File: src/rtl/pla_eval_sched_pkg.sv
// Shared types and constants for the PLA evaluator/scheduler.
// Holds the FSM state enum, vector/count widths and the response bundle.
package pla_eval_sched_pkg;

    localparam int VEC_W = 9;
    localparam int CNT_W = 10;
    localparam logic [VEC_W-1:0] SWEEP_LAST = 9'd511;

    typedef enum logic [1:0] {
        IDLE  = 2'd0,
        SWEEP = 2'd1,
        DONE  = 2'd2
    } state_e;

    typedef struct packed {
        logic             y;
        logic             src;
        logic [VEC_W-1:0] vec;
    } resp_t;

endpackage

File: src/rtl/pla_fn9.sv
// Combinational 9-input PLA function; x8 is a don't-care input.
// Ports: x (9-bit vector, bit i = xi) -> y (function value).
module pla_fn9
    import pla_eval_sched_pkg::*;
(
    input  logic [VEC_W-1:0] x,
    output logic             y
);

    logic unused_x8;

    assign unused_x8 = x[8];

    assign y = ~x[0] & x[4] & x[5] & x[7]
             & ((x[3] & x[6])
             | (~x[3] & x[2] & (x[6] | ~x[1])));

endmodule

File: src/rtl/pla_eval_sched.sv
// Two-requester round-robin front end for pla_fn9 plus a full 512-vector ON-set sweep.
// Ports: clk/rst_n, rq0_*/rq1_* valid-ready requests, resp_* held response, sweep_* control/status.
module pla_eval_sched
    import pla_eval_sched_pkg::*;
(
    input  logic             clk,
    input  logic             rst_n,
    input  logic             rq0_valid,
    output logic             rq0_ready,
    input  logic [VEC_W-1:0] rq0_vec,
    input  logic             rq1_valid,
    output logic             rq1_ready,
    input  logic [VEC_W-1:0] rq1_vec,
    output logic             resp_valid,
    input  logic             resp_ready,
    output logic             resp_y,
    output logic             resp_src,
    output logic [VEC_W-1:0] resp_vec,
    input  logic             sweep_start,
    output logic             sweep_busy,
    output logic             sweep_done,
    output logic [CNT_W-1:0] sweep_count
);

    state_e           state_q;
    state_e           state_d;
    logic             last_q;
    logic [VEC_W-1:0] vcnt_q;
    logic [CNT_W-1:0] cnt_q;
    resp_t            resp_q;
    logic             resp_valid_q;

    logic             slot_free;
    logic             g0;
    logic             g1;
    logic             accept;
    logic             start;
    logic             fn_y;
    logic [VEC_W-1:0] req_vec;
    logic [VEC_W-1:0] fn_x;

    // A held response that is being consumed this cycle frees the slot.
    assign slot_free = !resp_valid_q || resp_ready;
    assign start     = (state_q == IDLE) && sweep_start;
    assign accept    = g0 | g1;
    assign req_vec   = g1 ? rq1_vec : rq0_vec;

    // The single function instance serves the sweep while sweeping.
    assign fn_x = (state_q == SWEEP) ? vcnt_q : req_vec;

    pla_fn9 u_fn (
        .x (fn_x),
        .y (fn_y)
    );

    always_ff @(posedge clk or negedge rst_n) begin
        if (!rst_n) begin
            state_q <= IDLE;
        end else begin
            state_q <= state_d;
        end
    end

    always_comb begin
        state_d = state_q;
        unique case (state_q)
            IDLE:    if (sweep_start) state_d = SWEEP;
            SWEEP:   if (vcnt_q == SWEEP_LAST) state_d = DONE;
            DONE:    state_d = IDLE;
            default: state_d = IDLE;
        endcase
    end

    // last_q = 1 means requester 1 was granted last, so 0 wins a tie.
    always_comb begin
        g0         = 1'b0;
        g1         = 1'b0;
        sweep_busy = 1'b0;
        sweep_done = 1'b0;
        unique case (state_q)
            IDLE: begin
                if (!sweep_start && slot_free) begin
                    if (rq0_valid && rq1_valid) begin
                        g0 = last_q;
                        g1 = !last_q;
                    end else begin
                        g0 = rq0_valid;
                        g1 = rq1_valid;
                    end
                end
            end
            SWEEP:   sweep_busy = 1'b1;
            DONE:    sweep_done = 1'b1;
            default: ;
        endcase
    end

    always_ff @(posedge clk or negedge rst_n) begin
        if (!rst_n) begin
            resp_q       <= '0;
            resp_valid_q <= 1'b0;
            last_q       <= 1'b1;
        end else if (accept) begin
            resp_q.y     <= fn_y;
            resp_q.src   <= g1;
            resp_q.vec   <= req_vec;
            resp_valid_q <= 1'b1;
            last_q       <= g1;
        end else if (resp_ready) begin
            resp_valid_q <= 1'b0;
        end
    end

    always_ff @(posedge clk or negedge rst_n) begin
        if (!rst_n) begin
            vcnt_q <= '0;
            cnt_q  <= '0;
        end else if (start) begin
            vcnt_q <= '0;
            cnt_q  <= '0;
        end else if (state_q == SWEEP) begin
            vcnt_q <= vcnt_q + VEC_W'(1);
            cnt_q  <= cnt_q + CNT_W'(fn_y);
        end
    end

    assign rq0_ready   = g0;
    assign rq1_ready   = g1;
    assign resp_valid  = resp_valid_q;
    assign resp_y      = resp_q.y;
    assign resp_src    = resp_q.src;
    assign resp_vec    = resp_q.vec;
    assign sweep_count = cnt_q;

endmodule

File: config.mk
export PLATFORM = sky130hd
export DESIGN_NAME = pla_eval_sched
export DESIGN_NICKNAME = d
export VERILOG_FILES = /design/src/rtl/pla_eval_sched_pkg.sv /design/src/rtl/pla_fn9.sv /design/src/rtl/pla_eval_sched.sv
export SDC_FILE = /design/constraint.sdc
export NUM_CORES = 1
export LEC_CHECK = 0
export BUFFER_PORTS_ARGS = -buffer_cell sky130_fd_sc_hd__clkbuf_2
export CELL_PAD_IN_SITES_DETAIL_PLACEMENT = 1
export CELL_PAD_IN_SITES_GLOBAL_PLACEMENT = 1
export CORE_MARGIN = 5
export CORE_UTILIZATION = 36
export CTS_CLUSTER_DIAMETER = 120
export DETAILED_ROUTE_END_ITERATION = 16
export PLACE_DENSITY = 0.76
export SETUP_SLACK_MARGIN = 0.2
export SLEW_MARGIN = 30
export SYNTH_ARGS = -nofsm -noshare
export SYNTH_HDL_FRONTEND = slang
export SYNTH_HIERARCHICAL = 1
export SYNTH_SLANG_ARGS = --single-unit
File: constraint.sdc
create_clock -name clk -period 5.6 [get_ports clk]
set_input_delay 0.84 -clock clk [delete_from_list [all_inputs] [get_ports clk]]
set_output_delay 0.84 -clock clk [all_outputs]
set_load 0.02 [all_outputs]
==> results.py <==
metrics = {
    "run_status": {
        "status": "finished clean",
    },
    "sta": {
        "setup_tns_ns": 0,
        "finalMaxSlewViolations": 0,
        "post-route-period-util_pct": 62.8,
        "fmax_mhz": 285,
        "setup_ws_ns": 2.09,
        "timing.hold.ws_ns": 0.487,
        "hold_viol_final": 0,
        "setup_viol": 0,
        "tightest_slew_ns": 0.783,
        "min_period_ns": 3.51,
        "slew_headroom_pct": 47.8,
        "grt_setup_unrepaired": "no",
        "skew_ns": 0.00464,
    },
    "placed_design": {
        "gp_congestion": 0.784,
        "dp_slack_ns": 2.10,
        "post-dp-hpwl_mm": 3.90,
        "io_buffers": 49,
    },
    "clock_network": {
        "cts_tree": "done",
        "cts_num_sinks": 34,
        "worst_skew_pair.late_latency_ns": 0.30,
        "cts_resized": 0,
        "root_buffer": "clkbuf_8",
        "clockBufferDepth": 2,
        "htreeDepth": 2,
        "ctsHoldBuffers": 0,
        "clkTransAtPathRegs_ns": 0.07,
        "cts-buffers-inserted": 5,
        "post-cts-setup-buffers": 0,
    },
    "route": {
        "wirelength_mm": 5.24,
        "drc_errors": 0,
        "ant_nets": 0,
        "routedWlPerCell_um": 16.7,
        "num_vias": 1742,
        "via_per_inst": 5.57,
        "drt-initial-drc-count": 58,
        "drtPass1Iterations": 4,
    },
    "floorplanning": {
        "die_x_um": 83.8,
        "core-area_mm2": 0.00520,
        "boundaryPins": 50,
        "die_y_um": 83.8,
        "rows": 26,
        "dieArea_mm2": 0.00702,
        "start_util_pct": 37.7,
    },
    "global_routing": {
        "grt_pass1_wl_mm": 9.04,
        "grt_antenna_before_repair": 0,
        "grt_pass1_vias": 1854,
        "grt_start_max_net_pins": 35,
        "grt_overflow": 0,
        "track_usage_pct": 15.8,
    },
    "pwr": {
        "power_density_mw_per_mm2": 212,
        "peakVddDrop_uv": 111,
        "p_leak_uw": 0.00111,
    },
    "critical_path": {
        "arrival_ns": 3.66,
        "start_kind": "flip-flop",
        "cp_slowest_stage_delay_ns": 0.63,
        "crit_type": "reg -> reg",
        "cp_cell_sequence": "nand2b_1 > inv_1 > a221oi_1 > and4b_1 > o221a_2 > ha_1 > nand3_1 > o311ai_0 > o41ai_1",
        "cp.required_ns": 5.75,
        "cp-end-kind": "flip-flop",
        "cp_slowest_cell": "nand2b_1",
        "cp_max_fo": 22,
    },
    "finish": {
        "area.growth.synth_to_final_pct": 18.8,
        "drive_gt1_share_pct": 34.2,
        "fill_cells": 639,
        "antennaDiodeCount": 0,
        "final_nets": 270,
        "regArea_um2": 852,
        "multi_input_area_mm2": 0.00102,
    },
    "synthesis": {
        "synthCells": 197,
        "syn_area_per_cell_um2": 9.95,
        "syn_nets": 225,
        "ys.warnings.count": 6,
        "syn-cell-area_mm2": 0.00196,
    },
    "min_path": {
        "hold_path_class": "reg -> reg",
    },
    "flow_run": {
        "maxCapViolCount": 0,
    },
}
==> critical path: cells and delay by family, from the launching register on <==
family	cells	cell delay, ns
adder cells (fa/ha/maj)	1	0.17
buffers and inverters	1	0.53
AND/OR/NAND/NOR	3	1.09
AO/OA/AOI/OAI	4	1.11
flip-flops	1	0.46
==> registers in the layout, summed over array words and instances, names as in the netlist <==
name / count
last_q: 1
resp_src: 1
resp_valid: 1
resp_vec: 9
resp_y: 1
state_q: 2
sweep_count: 10
vcnt_q: 9
==> placed cells by master (no fill, tap or decap), drive strengths merged, types with 4 or more instances in the layout <==
| master | n |
|---|---|
| o311ai | 9 |
| nand3 | 18 |
| nor2b | 4 |
| nand2 | 22 |
| dfrtp | 33 |
| nor2 | 7 |
| nor3 | 4 |
| inv | 7 |
| clkbuf | 55 |
| ha | 4 |
| mux2 | 19 |
| nand4 | 7 |
| o21ai | 7 |
| o41ai | 4 |
==> path summary, 6_finish.rpt <==
path	slack [ns]	cells after the start	from	to
hold reg to reg	0.49	1	sweep_count[9]	sweep_count[9]
min in group asynchronous	0.62	1	rst_n	sweep_count[2]
setup / recovery	2.09	9	state_q[1]	sweep_count[5]
hold / removal	0.49	1	sweep_count[9]	sweep_count[9]
max in group asynchronous	4.48	1	rst_n	resp_vec[4]
setup reg to reg	2.09	9	state_q[1]	sweep_count[5]
==> power by group <==
group / internal, µW / switching, µW
Combinational: 19.4 / 25.4
Sequential: 251 / 3.08
Clock: 99.3 / 95.4
==> per-layer routing <==
metal	wire length [µm]	GRT usage [%]	vias to the layer above
met3	347	6.71	5
met5	0	0	-
met1	2340	20.1	856
met4	48	4.39	0
met2	2510	24.6	45
li1	-	-	836
==> final cells by class <==
class                      count  share of cell area, %
clock buffer                   7                   3.71
clock inverter                 1                  0.215
inverter                       7                   1.13
multi-input combinational    144                   43.7
sequential                    34                   36.6
tap                           70                   3.76
timing repair buffer          50                   10.9
==> through the flow <==
| stage | util, % | total power (µW) | std cells | cell area (µm²) |
|---|---|---|---|---|
| after floorplan | - | 282 | 197 | 1960 |
| after global placement | 43.0 | 304 | 305 | 2240 |
| after detailed placement | 43.0 | 305 | 305 | 2240 |
| after CTS | 44.7 | 502 | 313 | 2330 |
| after global routing | 44.7 | 523 | 313 | 2330 |
| final | 44.7 | 494 | 313 | 2330 |
(Power assumes the default switching activity.)
